## src/rtl/rf_debug_pkg.sv

```systemverilog
// Shared types for the register-file debug arbiter: FSM state encoding
// and the default pipeline drain depth (E, M, W).
package rf_debug_pkg;

    typedef enum logic [1:0] {
        RUN     = 2'd0,
        DRAIN   = 2'd1,
        ACCESS  = 2'd2,
        RESPOND = 2'd3
    } dbg_state_e;

    localparam int DRAIN_CYCLES_DEF = 3;

endpackage

```

## src/rtl/drain_counter.sv

```systemverilog
// Down-counter that times the pipeline drain before the debug path owns
// the register file write port.
module drain_counter #(
    parameter int DRAIN_CYCLES = 3
) (
    input  logic clk,
    input  logic rst,
    input  logic load_i,
    input  logic dec_i,
    output logic zero_o
);

    localparam int CW = $clog2(DRAIN_CYCLES + 1);
    localparam logic [CW-1:0] LOAD_VAL = CW'(DRAIN_CYCLES - 1);

    logic [CW-1:0] cnt_q, cnt_d;

    always_comb begin
        cnt_d = cnt_q;
        if (load_i)
            cnt_d = LOAD_VAL;
        else if (dec_i && (cnt_q != '0))
            cnt_d = cnt_q - CW'(1);
    end

    always_ff @(posedge clk or posedge rst) begin
        if (rst) cnt_q <= '0;
        else     cnt_q <= cnt_d;
    end

    assign zero_o = (cnt_q == '0);

endmodule

```

## src/rtl/regfile_debug_arbiter.sv

```systemverilog
// Arbitrates the decode-stage register file write/test-read ports between
// pipeline writeback and a debug requester, freezing the pipeline around accesses.
module regfile_debug_arbiter
    import rf_debug_pkg::*;
#(
    parameter int DATA_WIDTH             = 32,
    parameter int REG_FILE_ADDRESS_WIDTH = 5,
    parameter int DRAIN_CYCLES           = DRAIN_CYCLES_DEF
) (
    input  logic                              clk,
    input  logic                              reset,
    input  logic                              RegWriteW,
    input  logic [REG_FILE_ADDRESS_WIDTH-1:0] RdW,
    input  logic [DATA_WIDTH-1:0]             ResultW,
    input  logic                              dbg_req_valid,
    output logic                              dbg_req_ready,
    input  logic                              dbg_req_write,
    input  logic [REG_FILE_ADDRESS_WIDTH-1:0] dbg_req_addr,
    input  logic [DATA_WIDTH-1:0]             dbg_req_wdata,
    output logic                              dbg_rsp_valid,
    input  logic                              dbg_rsp_ready,
    output logic [DATA_WIDTH-1:0]             dbg_rsp_rdata,
    input  logic [DATA_WIDTH-1:0]             testRegData,
    output logic [REG_FILE_ADDRESS_WIDTH-1:0] testRegAddress,
    output logic [REG_FILE_ADDRESS_WIDTH-1:0] rf_A3,
    output logic [DATA_WIDTH-1:0]             rf_WD3,
    output logic                              rf_WE3,
    output logic                              StallF,
    output logic                              StallD,
    output logic                              FlushE,
    output logic                              dbg_halted
);

    dbg_state_e            state_q, state_d;
    logic [DATA_WIDTH-1:0] rdata_q, rdata_d;
    logic                  drain_load, drain_dec, drain_zero;
    logic                  addr_nz, dbg_we, stall;

    assign drain_load = (state_q == RUN) && dbg_req_valid;
    assign drain_dec  = (state_q == DRAIN);

    drain_counter #(.DRAIN_CYCLES(DRAIN_CYCLES)) u_drain (
        .clk    (clk),
        .rst    (reset),
        .load_i (drain_load),
        .dec_i  (drain_dec),
        .zero_o (drain_zero)
    );

    assign addr_nz = (dbg_req_addr != '0);
    // x0 is hardwired: never pulse the write enable for it.
    assign dbg_we  = (state_q == ACCESS) && dbg_req_valid && dbg_req_write && addr_nz;

    always_comb begin
        state_d       = state_q;
        rdata_d       = rdata_q;
        dbg_req_ready = 1'b0;
        case (state_q)
            RUN:   if (dbg_req_valid) state_d = DRAIN;
            DRAIN: if (drain_zero)    state_d = ACCESS;
            ACCESS: begin
                dbg_req_ready = dbg_req_valid;
                if (dbg_req_valid) begin
                    state_d = RESPOND;
                    // Read sees the pre-write value: the write commits at this same edge.
                    if (!dbg_req_write) rdata_d = testRegData;
                    else if (addr_nz)   rdata_d = dbg_req_wdata;
                    else                rdata_d = '0;
                end else begin
                    state_d = RUN;
                end
            end
            RESPOND: if (dbg_rsp_ready) state_d = dbg_req_valid ? ACCESS : RUN;
            default: state_d = RUN;
        endcase
    end

    always_ff @(posedge clk or posedge reset) begin
        if (reset) begin
            state_q <= RUN;
            rdata_q <= '0;
        end else begin
            state_q <= state_d;
            rdata_q <= rdata_d;
        end
    end

    assign stall          = (state_q != RUN);
    assign StallF         = stall;
    assign StallD         = stall;
    assign FlushE         = stall;
    assign dbg_halted     = (state_q == ACCESS) || (state_q == RESPOND);
    assign dbg_rsp_valid  = (state_q == RESPOND);
    assign dbg_rsp_rdata  = rdata_q;
    assign testRegAddress = dbg_req_addr;

    always_comb begin
        rf_A3  = RdW;
        rf_WD3 = ResultW;
        rf_WE3 = RegWriteW;
        if (dbg_halted) begin
            rf_A3  = dbg_req_addr;
            rf_WD3 = dbg_req_wdata;
            rf_WE3 = dbg_we;
        end
    end

endmodule

```

## config.mk

```make
export PLATFORM = sky130hd
export DESIGN_NAME = regfile_debug_arbiter
export DESIGN_NICKNAME = d
export VERILOG_FILES = /design/src/rtl/rf_debug_pkg.sv /design/src/rtl/drain_counter.sv /design/src/rtl/regfile_debug_arbiter.sv
export SDC_FILE = /design/constraint.sdc
export NUM_CORES = 1
export LEC_CHECK = 0
export ABC_AREA = 1
export BUFFER_PORTS_ARGS = -buffer_cell sky130_fd_sc_hd__buf_2
export CAP_MARGIN = 25
export CORE_MARGIN = 2
export CORE_UTILIZATION = 40
export DETAILED_ROUTE_END_ITERATION = 8
export GPL_TIMING_DRIVEN = 0
export PLACE_DENSITY = 0.84
export SETUP_SLACK_MARGIN = 0.4
export SLEW_MARGIN = 20
export SYNTH_ARGS = -nofsm -noshare
export SYNTH_HDL_FRONTEND = slang
export SYNTH_SLANG_ARGS = --single-unit
```

## constraint.sdc

```tcl
create_clock -name clk -period 1.2 [get_ports clk]
set_input_delay 0.36 -clock clk [delete_from_list [all_inputs] [get_ports clk]]
set_output_delay 0.36 -clock clk [all_outputs]
set_load 0.005 [all_outputs]
```

==> results by group, run 1 <==
Floorplan
  – Boundary pin count: 193
  – Die Wd: 92.8 um
  – Die Span Y: 92.8 um
  – Die area: 8610 um^2
  – Total core area: 7690 um^2
  – Initial core utilization: 0.410
  – Row count: 32

Critical path
  – Crit start category: flip-flop
  – CP startpoint: state_q[1]
  – CP Data Required Time: 0.84 ns
  – Critical Path AT: 1.31 ns
  – Critical R2R Launch: state_q[0]
  – Crit-path max FO: 7
  – CP Capture Point: rf_A3[2]
  – Worst r2r path cells: 8
  – CP Class: reg -> out
  – CP Capture Type: primary output
  – Worst r2r dst: dbg_rsp_rdata[3]
  – FF-to-FF setup slack: -0.24 ns

Pwr
  – Leak: 0.00339 uW
  – Combinational power share: 0.660
  – PwrDens: 1690 nW/um^2
  – Sw Ratio: 0.413
  – Clk pwr share: 0.107
  – Seq pwr share: 0.233
  – Sw Pwr: 3660 uW
  – Pint: 5190 uW
  – Worst vdd ir: 0.000915 V

Synth
  – Synth Instances: 536
  – Largest area contributor in the netlist: dfrtp_1
  – Syn avg cell area: 5.88 um^2
  – Post-synthesis cell area: 3150 um^2
  – Seq cells post-synth: 36
  – Syn_nets: 649
  – Commonest cells in the netlist: nand2_1, inv_1, dfrtp_1, nor2_1
  – Top_reg_cell synth: dfrtp_1
  – Ranking of synthesized cells by area: dfrtp_1, nand2_1, inv_1
  – YS warnings: 0
  – Top cell type's share of synthesized area: 0.286
  – Sequential area share after synthesis: 0.286
  – Netlist cell types: 18
  – Count leader, synth: nand2_1
  – EDFF count, synth: 0
  – Async set-reset flop share out of synthesis: 1.00

Detailed routing
  – Iter 0 DRT Violations: 97
  – DRT Pass-1 Iters: 5
  – Routed WL per cell: 12.2 um
  – Remaining DRCs: 0
  – DR vias/cell: 4.32
  – Vias: 3,728
  – Final ANT Viol Nets: 0
  – Final Routed Wirelength: 10,600 um

Timing
  – Max-slew violations: 0
  – Setup total negative slack: -23.97 ns
  – Relative slew slack: 0.423
  – Max Freq: 0.599 GHz
  – Min cycle time layout: 1.67 ns
  – Worst setup margin: -0.470 ns
  – Final Skew: 0.00731 ns
  – RSZ-0062 raised after global routing: yes
  – Period utilisation layout: 1.39
  – Endpoints failing setup: 76
  – Final Hold Viols: 0
  – Worst Tran Pin Value: 0.861 ns

Global routing
  – Vias in the first global route: 3,571
  – Initial antenna violation count: 0
  – GRT Residual Overflow: 0
  – First-pass GRT wire length: 16,100 um
  – Tot GR Track Use: 0.230
  – Largest net degree at the start of global routing: 37

Place
  – Post-DP Area: 4470 um^2
  – I/O Buffers: 191
  – DP Worst Slack: -0.440 ns
  – Post-DP HPWL: 7510 um
  – RePlAce Congestion: 0.902

Final layout
  – Final net count: 874
  – Fraction of layout cells with a size suffix above 1: 0.472
  – Diode count: 0
  – Filler Cells Inserted: 666
  – P&R area growth vs syn: 65.5%
  – Finished Cell Area: 5220 um^2

CTS
  – CTS tree: built
  – CTS root buf: clkbuf_8
  – CTS H-tree lvls: 2
  – Clk buf depth: 2
  – CTS buffer count: 5
  – Clock sink total: 36
  – Clk_lat worst skew: 0.28 ns
  – Clock-pin slew on the worst setup and hold paths: 0.08 ns

Status
  – Failing checks: setup timing
  – Status: finished, violations left

Flow run
  – Max_cap viols: 0

Min path
  – HP Class: in -> async
-- state kept, by name, indices dropped and copies added (netlist names) --
name and cells:
dbg_rsp_rdata 32, state_q 2, u_drain.cnt_q 2
-- kinds of logic (layout without fill, tap and decap cells) --
kind of cell / count (synthesis) / after routing / share of synthesized area
fa+ha+maj: 1 / 1 / 0.00397
simple gates: 288 / 288 / 0.371
buf+inv: 174 / 399 / 0.245
flops: 36 / 36 / 0.286
compound gates: 37 / 37 / 0.0944
-- power by group through the flow --
stage / logic [uW] / registers, uW / clock network, uW
finish: 5840 / 2060 / 946
global route: 6440 / 2110 / 1040
CTS: 5050 / 2040 / 951
detailed placement: 4520 / 2070 / 0
global placement: 4400 / 2050 / 0
floorplan: 2790 / 2100 / 0
-- final cells by class --
class,instances,area (um^2),area share
buffer,34,367,0.0702
clock buffer,7,96.3,0.0185
inverter,140,544,0.104
multi-input combinational,326,1770,0.339
sequential,36,901,0.173
tap,102,128,0.0245
timing repair buffer,217,1410,0.269
timing repair inverter,1,5.00,0.000959
-- worst min path at each step --
| stage | from | end | slack [ns] |
|---|---|---|---|
| 6_report | reset | dbg_rsp_rdata[0] | 0.12 |
| 5_1_grt | reset | dbg_rsp_rdata[0] | 0.12 |
| 4_1_cts | reset | dbg_rsp_rdata[22] | 0.24 |
| 3_5_place_dp | u_drain.cnt_q[0] | u_drain.cnt_q[0] | 0.53 |
| 3_3_place_gp | u_drain.cnt_q[1] | u_drain.cnt_q[1] | 0.50 |
| 2_1_floorplan | reset | dbg_rsp_rdata[0] | 0.31 |
-- per-layer routing --
layer / global-route usage / part of all wire / routed length (um) / up-vias
met2: 0.418 / 0.52 / 5470 / 128
met5: 0 / 0 / 0 / -
met4: 0.0527 / 0.013 / 136 / 0
met3: 0.0504 / 0.061 / 647 / 14
li1: - / - / - / 1943
met1: 0.276 / 0.41 / 4320 / 1643
-- worst max-delay path, stage by stage (launching register included) --
cell and delay (ns):
dfrtp_1 0.38, buf_6 0.15, buf_8 0.15, buf_6 0.14
nand2_2 0.06, nand2_1 0.04, buf_2 0.12
-- cell usage in the layout (no fill, tap or decap), drive strengths merged --
master    count
a21oi        32
inv         139
nand2       214
ha            1
clkbuf       15
o21ai         5
nand3         8
clkinvlp      2
dfrtp        36
buf         243
nor2         66
-- metrics by stage --
step,util,hold WS (ns),total power [uW],std cells
2_1_floorplan,-,0.313,4890,536
3_3_place_gp,0.582,0.504,6440,829
3_5_place_dp,0.582,0.530,6600,829
4_1_cts,0.633,0.243,8040,846
5_1_grt,0.679,0.116,9600,863
6_report,0.679,0.116,8840,863
-- what timing repair did --
item                                    in CTS  in global routing
pin swaps                                    4                  5
endpoints found under the setup margin     117                153
gates resized for setup                     46                 49
hold buffers                                 0                  0
buffers inserted                             7                 12
cloned                                       3                  5
Power figures use the tool's default switching activity.
==> inputs of run 2 (changes only) <==
Settings changed: CORE_ASPECT_RATIO set to 0.8.
==> results by group, run 2 (synthesis results as in run 1) <==
Timing
  – Endpoints failing setup: 74 (was 76)
  – Worst setup margin: -0.507 ns (was -0.470 ns)
  – Final Hold Viols: 0 (unchanged)
  – Final Skew: 0.00517 ns (was 0.00731 ns)
  – Period utilisation layout: 1.42 (was 1.39)
  – Max-slew violations: 0 (unchanged)
  – RSZ-0062 raised after global routing: yes (unchanged)
  – Min cycle time layout: 1.71 ns (was 1.67 ns)
  – Worst Tran Pin Value: 0.506 ns (was 0.861 ns)
  – Setup total negative slack: -24.71 ns (was -23.97 ns)
  – Max Freq: 0.586 GHz (was 0.599 GHz)
  – Relative slew slack: 0.663 (was 0.423)

Global routing
  – First-pass GRT wire length: 16,800 um (was 16,100 um)
  – Initial antenna violation count: 0 (unchanged)
  – Tot GR Track Use: 0.246 (was 0.230)
  – Vias in the first global route: 3,668 (was 3,571)
  – GRT Residual Overflow: 0 (unchanged)
  – Largest net degree at the start of global routing: 37 (unchanged)

Detailed routing
  – DR vias/cell: 4.41 (was 4.32)
  – Remaining DRCs: 0 (unchanged)
  – Final ANT Viol Nets: 0 (unchanged)
  – Iter 0 DRT Violations: 99 (was 97)
  – Routed WL per cell: 13.0 um (was 12.2 um)
  – Final Routed Wirelength: 11,300 um (was 10,600 um)
  – Vias: 3,828 (was 3,728)
  – DRT Pass-1 Iters: 4 (was 5)

Place
  – DP Worst Slack: -0.472 ns (was -0.440 ns)
  – Post-DP Area: 4480 um^2 (was 4470 um^2)
  – RePlAce Congestion: 0.840 (was 0.902)
  – Post-DP HPWL: 7720 um (was 7510 um)
  – Placed Cells: 832 (was 829)
  – I/O Buffers: 191 (unchanged)

Final layout
  – Diode count: 0 (unchanged)
  – Final net count: 876 (was 874)
  – Fraction of layout cells with a size suffix above 1: 0.462 (was 0.472)
  – Most common cell after layout, fill and taps aside: nand2_1 (unchanged)
  – Final non-filler cell total: 869 (was 863)
  – Finished Cell Area: 5220 um^2 (about the same)
  – P&R area growth vs syn: 65.3% (was 65.5%)
  – Number of flip-flops in the largest register: 32 (unchanged)
  – Commonest cells after routing, fill and taps aside: nand2_1, buf_2, inv_1, nor2_1, dfrtp_1 (unchanged)

Critical path
  – Critical Path AT: 1.35 ns (was 1.31 ns)
  – Delay of the slowest critical-path stage: 0.34 ns (was 0.38 ns)
  – Crit start category: flip-flop (unchanged)
  – WP buf/inv: 5 (was 4)
  – CP Class: reg -> out (unchanged)
  – CP Capture Type: primary output (unchanged)
  – Crit-path cells: buf_6 > inv_12 > buf_12 > buf_16 > nand2_1 > nand2_1 > buf_2 (was buf_6 > buf_8 > buf_6 > nand2_2 > nand2_1 > buf_2)
  – Worst path slowest cell: dfrtp_1 (unchanged)
  – Top Family by Delay on Critical Path: buffers and inverters (unchanged)
  – Crit-path max FO: 7 (unchanged)
  – Cell mode on critical path: nand2_1 (was buf_6)
  – CP Data Required Time: 0.84 ns (about the same)
  – FF-to-FF setup slack: -0.23 ns (was -0.24 ns)

Pwr
  – Worst vdd ir: 0.00108 V (was 0.000915 V)
  – Leak: 0.00341 uW (was 0.00339 uW)
  – PwrDens: 1730 nW/um^2 (was 1690 nW/um^2)
  – Seq pwr share: 0.227 (was 0.233)
  – Sw Ratio: 0.416 (was 0.413)
  – Sw Pwr: 3770 uW (was 3660 uW)
  – Combinational power share: 0.669 (was 0.660)
  – Pint: 5280 uW (was 5190 uW)
  – Clk pwr share: 0.104 (was 0.107)

CTS
  – Clk buf depth: 2 (unchanged)
  – CTS H-tree lvls: 2 (unchanged)
  – CTS buffer count: 5 (unchanged)
  – Clk_lat worst skew: 0.28 ns (about the same)
  – CTS root buf: clkbuf_8 (unchanged)
  – Clock sink total: 36 (unchanged)
  – Clock-pin slew on the worst setup and hold paths: 0.08 ns (about the same)
  – Cts-stage hold buffer count: 0 (unchanged)
  – CTS tree: built (unchanged)

Floorplan
  – Die Span Y: 83.4 um (was 92.8 um)
  – Die area: 8620 um^2 (was 8610 um^2)
  – Initial core utilization: 0.419 (was 0.410)
  – Row count: 28 (was 32)
  – Die Wd: 103 um (was 92.8 um)
  – Boundary pin count: 193 (unchanged)
  – Total core area: 7530 um^2 (was 7690 um^2)

Flow run
  – Max_cap viols: 0 (unchanged)

Min path
  – HP Class: in -> async (unchanged)

Status
  – Status: finished, violations left (unchanged)
  – Failing checks: setup timing (unchanged)
run 2: changes by cell type in the layout (fill, tap and decap cells not counted), moves of 2 or more:
cell	change
buf_8	-2
clkbuf_1	+2
nand2_1	+2
buf_16	-2
a21oi_1	+2
inv_2	-2
inv_1	+2
buf_12	+2
buf_4	+4
clkbuf_16	-3
bufbuf_16	+3
inv_8	-2
a21oi_2	-2
run 2: per-stage QoR:
| stage | utilization | hold slack [ns] | total power, uW |
|---|---|---|---|
| 2_1_floorplan | - | 0.313 | 4890 |
| 3_5_place_dp | 0.594 | 0.517 | 6630 |
| 3_3_place_gp | 0.594 | 0.510 | 6470 |
| 5_1_grt | 0.692 | 0.144 | 9780 |
| 4_1_cts | 0.668 | 0.259 | 8560 |
| 6_report | 0.692 | 0.137 | 9040 |
run 2: power by group through the flow:
stage	logic [uW]	clock network (uW)	registers, uW
after global placement	4430	0	2050
after CTS	5560	958	2040
after global routing	6660	1010	2110
final	6050	939	2050
after detailed placement	4560	0	2070
after floorplan	2790	0	2100
run 2: area by class of cell:
| class | instances | area, um^2 |
|---|---|---|
| buffer | 34 | 359 |
| multi-input combinational | 326 | 1750 |
| fill | 643 | 2320 |
| timing repair buffer | 218 | 1420 |
| timing repair inverter | 2 | 16.3 |
| inverter | 140 | 544 |
| clock buffer | 8 | 90.1 |
| tap | 105 | 131 |
| sequential | 36 | 901 |
run 2: repair_timing:
action,CTS,global route
buffers inserted,13,7
pin swaps,5,4
resized for setup,52,28
endpoints found under the hold margin,0,0
gates cloned,6,3
endpoints found under the setup margin,117,153
run 2: metal layers:
metal  up-vias  track usage  wire length, um
met1      1731        0.307             4890
met4         0       0.0562              139
met2       140        0.437             5680
met5         -            0                0
li1       1943            -                -
met3        14       0.0421              557
run 2: worst paths after layout:
path,from,depth (start not counted),endpoint
worst max-delay path,state_q[1],7,rf_WD3[2]
worst min-delay path,reset,2,dbg_rsp_rdata[27]
worst max register to register,state_q[1],7,dbg_rsp_rdata[1]
worst min register to register,dbg_rsp_rdata[5],4,dbg_rsp_rdata[5]
max in group asynchronous,reset,2,dbg_rsp_rdata[12]
min in group clk,dbg_req_valid,3,state_q[0]
run 2: worst register-to-register path: stages, from the launching register on:
cell and delay, ns:
dfrtp_1 0.34, buf_6 0.18, nand3_4 0.10, buf_12 0.14, buf_12 0.14, bufbuf_16 0.28, nor2_4 0.09, a21oi_2 0.05
==> inputs of run 3 (changes only) <==
Settings changed: BUFFER_PORTS_ARGS -buffer_cell sky130_fd_sc_hd__buf_2 to unset, CORE_UTILIZATION 40 to 55, DONT_BUFFER_PORTS set to 1, PLACE_DENSITY 0.84 to 0.79, SYNTH_HIERARCHICAL set to 1.
==> results by group, run 3 <==
Place
  – RePlAce Congestion: 0.797 (was 0.840)
  – DP Worst Slack: -0.263 ns (was -0.472 ns)
  – Post-DP HPWL: 6150 um (was 7720 um)
  – Post-DP Area: 3530 um^2 (was 4480 um^2)
  – I/O Buffers: 0 (was 191)

Timing
  – Worst setup margin: -0.430 ns (was -0.507 ns)
  – Min cycle time layout: 1.63 ns (was 1.71 ns)
  – Period utilisation layout: 1.36 (was 1.42)
  – Worst Tran Pin Value: 0.809 ns (was 0.506 ns)
  – Max-slew violations: 0 (unchanged)
  – Endpoints failing setup: 76 (was 74)
  – RSZ-0062 raised after global routing: yes (unchanged)
  – Final Hold Viols: 0 (unchanged)
  – Setup total negative slack: -26.31 ns (was -24.71 ns)
  – Final Skew: 0.00725 ns (was 0.00517 ns)
  – Relative slew slack: 0.459 (was 0.663)
  – Max Freq: 0.614 GHz (was 0.586 GHz)

Flow run
  – Max_cap viols: 0 (unchanged)

Detailed routing
  – DRT Pass-1 Iters: 4 (unchanged)
  – DR vias/cell: 4.89 (was 4.41)
  – Final Routed Wirelength: 9430 um (was 11,300 um)
  – Iter 0 DRT Violations: 125 (was 99)
  – Vias: 3,181 (was 3,828)
  – Routed WL per cell: 14.5 um (was 13.0 um)
  – Remaining DRCs: 0 (unchanged)
  – Final ANT Viol Nets: 0 (unchanged)

Pwr
  – Clk pwr share: 0.149 (was 0.104)
  – Sw Pwr: 3470 uW (was 3770 uW)
  – Sw Ratio: 0.426 (was 0.416)
  – Total power: 8140 uW (was 9040 uW)
  – Leak: 0.00270 uW (was 0.00341 uW)
  – Seq pwr share: 0.275 (was 0.227)
  – Combinational power share: 0.575 (was 0.669)
  – PwrDens: 1870 nW/um^2 (was 1730 nW/um^2)
  – Pint: 4670 uW (was 5280 uW)
  – Worst vdd ir: 0.000923 V (was 0.00108 V)

Critical path
  – CP Capture Type: primary output (unchanged)
  – CP Class: reg -> out (unchanged)
  – Delay of the slowest critical-path stage: 0.40 ns (was 0.34 ns)
  – WP buf/inv: 3 (was 5)
  – Crit start category: flip-flop (unchanged)
  – CP Data Required Time: 0.84 ns (about the same)
  – Top Family by Delay on Critical Path: buffers and inverters (unchanged)
  – Worst path slowest cell: dfrtp_1 (unchanged)
  – Critical Path AT: 1.27 ns (was 1.35 ns)
  – Crit-path max FO: 7 (unchanged)
  – Crit-path cells: buf_8 > buf_8 > clkbuf_16 > nand2_2 > nand2_2 (was buf_6 > inv_12 > buf_12 > buf_16 > nand2_1 > nand2_1 > buf_2)

CTS
  – Clock sink total: 36 (unchanged)
  – CTS buffer count: 5 (unchanged)
  – CTS root buf: clkbuf_8 (unchanged)
  – CTS H-tree lvls: 2 (unchanged)
  – Clk_lat worst skew: 0.29 ns (was 0.28 ns)
  – CTS tree: built (unchanged)
  – Clock-pin slew on the worst setup and hold paths: 0.08 ns (about the same)
  – Clk buf depth: 2 (unchanged)

Synth
  – Post-Synth Adder-Cell Area: 0.00393 (was 0.00397)
  – Synth Area in XOR/XNOR: 0 (unchanged)
  – Top cell type's share of synthesized area: 0.283 (was 0.286)
  – Simple-gate share of the synthesized area: 0.374 (was 0.371)
  – Top_reg_cell synth: dfrtp_1 (unchanged)
  – YS warnings: 6 (was 0)
  – Sequential area share after synthesis: 0.283 (was 0.286)
  – Commonest cells in the netlist: nand2_1, inv_1, nor2_1, dfrtp_1 (was nand2_1, inv_1, dfrtp_1, nor2_1)
  – Post-synthesis compound-gate area fraction: 0.0903 (was 0.0944)
  – Syn_nets: 656 (was 649)
  – Syn avg cell area: 5.87 um^2 (was 5.88 um^2)
  – Count leader, synth: nand2_1 (unchanged)
  – Synth Instances: 543 (was 536)
  – Async set-reset flop share out of synthesis: 1.00 (unchanged)
  – Proportion of synthesized area in mux cells: 0 (unchanged)
  – Netlist cell types: 18 (unchanged)
  – EDFF count, synth: 0 (unchanged)
  – Seq cells post-synth: 36 (unchanged)
  – Ranking of synthesized cells by area: dfrtp_1, nand2_1, inv_1 (unchanged)
  – Post-synthesis cell area: 3190 um^2 (was 3150 um^2)
  – Largest family of logic cells by synthesized area: simple AND/OR/NAND/NOR gates (unchanged)
  – Largest area contributor in the netlist: dfrtp_1 (unchanged)

Final layout
  – Commonest cells after routing, fill and taps aside: nand2_1, inv_1, nand2_2, nor2_1, dfrtp_1 (was nand2_1, buf_2, inv_1, nor2_1, dfrtp_1)
  – Final core utilization: 0.785 (was 0.692)
  – Most common cell after layout, fill and taps aside: nand2_1 (unchanged)
  – Fraction of layout cells with a size suffix above 1: 0.333 (was 0.462)
  – Final net count: 685 (was 876)
  – Diode count: 0 (unchanged)
  – Finished Cell Area: 4340 um^2 (was 5220 um^2)
  – P&R area growth vs syn: 36.2% (was 65.3%)
  – Number of flip-flops in the largest register: 32 (unchanged)

Floorplan
  – Total core area: 5530 um^2 (was 7530 um^2)
  – Boundary pin count: 193 (unchanged)
  – Die Wd: 89.1 um (was 103 um)
  – Row count: 24 (was 28)
  – Initial core utilization: 0.577 (was 0.419)
  – Die Span Y: 72.1 um (was 83.4 um)
  – Die area: 6420 um^2 (was 8620 um^2)

Global routing
  – Vias in the first global route: 2,855 (was 3,668)
  – Largest net degree at the start of global routing: 35 (was 37)
  – GRT Residual Overflow: 0 (unchanged)
  – First-pass GRT wire length: 13,300 um (was 16,800 um)
  – Initial antenna violation count: 0 (unchanged)
  – Tot GR Track Use: 0.268 (was 0.246)

Min path
  – HP Class: in -> async (unchanged)

Status
  – Status: finished, violations left (unchanged)
  – Failing checks: setup timing (unchanged)
## run 3: timing repair
item | CTS | global route
buffers inserted | 8 | 5
hold endpoints to repair | 2 | 0
pin swaps | 5 | 17
endpoints found under the setup margin | 117 | 117
hold buffers | 1 | 0
gates resized for setup | 38 | 70
gates cloned | 5 | 3
## run 3: layout make-up
class / instances / area [um^2]
multi-input cells: 329 / 1870
repair buffers: 22 / 382
well taps: 78 / 97.6
flip-flops and latches: 36 / 901
clock buffers: 7 / 96.3
fillers: 430 / 1190
plain buffers: 34 / 390
clock inverters: 1 / 30.0
inverters: 144 / 569
## run 3: cell families after synthesis
kind of cell | Yosys count
buf+inv | 178
fa+ha+maj | 1
simple gates | 293
flops | 36
compound gates | 35
## run 3: worst paths after layout
check                            startpoint                end  slack (ns)  cells past startpoint
setup / recovery                 state_q[1]         rf_WD3[18]       -0.43                      5
hold / removal                        reset  dbg_rsp_rdata[10]        0.07                      1
setup reg to reg                 state_q[1]  dbg_rsp_rdata[30]       -0.35                      9
hold reg to reg            u_drain/cnt_q[1]   u_drain/cnt_q[1]        0.50                      2
max in group asynchronous             reset  dbg_rsp_rdata[26]        0.67                      1
min in group clk              dbg_req_valid         state_q[0]        0.24                      2
## run 3: stage by stage
| step | instances | hold slack [ns] |
|---|---|---|
| after global placement | 621 | 0.105 |
| after global routing | 651 | 0.124 |
| after floorplan | 543 | 0.101 |
| final | 651 | 0.0734 |
| after CTS | 643 | 0.0996 |
| after detailed placement | 621 | 0.106 |
## run 3: power groups by stage
| stage | Sequential, uW | Clock, uW | Combinational, uW |
|---|---|---|---|
| global route | 2300 | 1290 | 5150 |
| detailed placement | 2260 | 0 | 3260 |
| floorplan | 2110 | 0 | 2760 |
| finish | 2240 | 1210 | 4680 |
| CTS | 2230 | 1230 | 3970 |
| global placement | 2250 | 0 | 3170 |
## run 3: routing by layer
layer / GRT usage / up-vias / part of all wire
met1: 0.345 / 1454 / 0.40
met2: 0.454 / 144 / 0.50
met4: 0.0697 / 0 / 0.016
met5: 0 / - / 0
li1: - / 1567 / -
met3: 0.0592 / 16 / 0.075
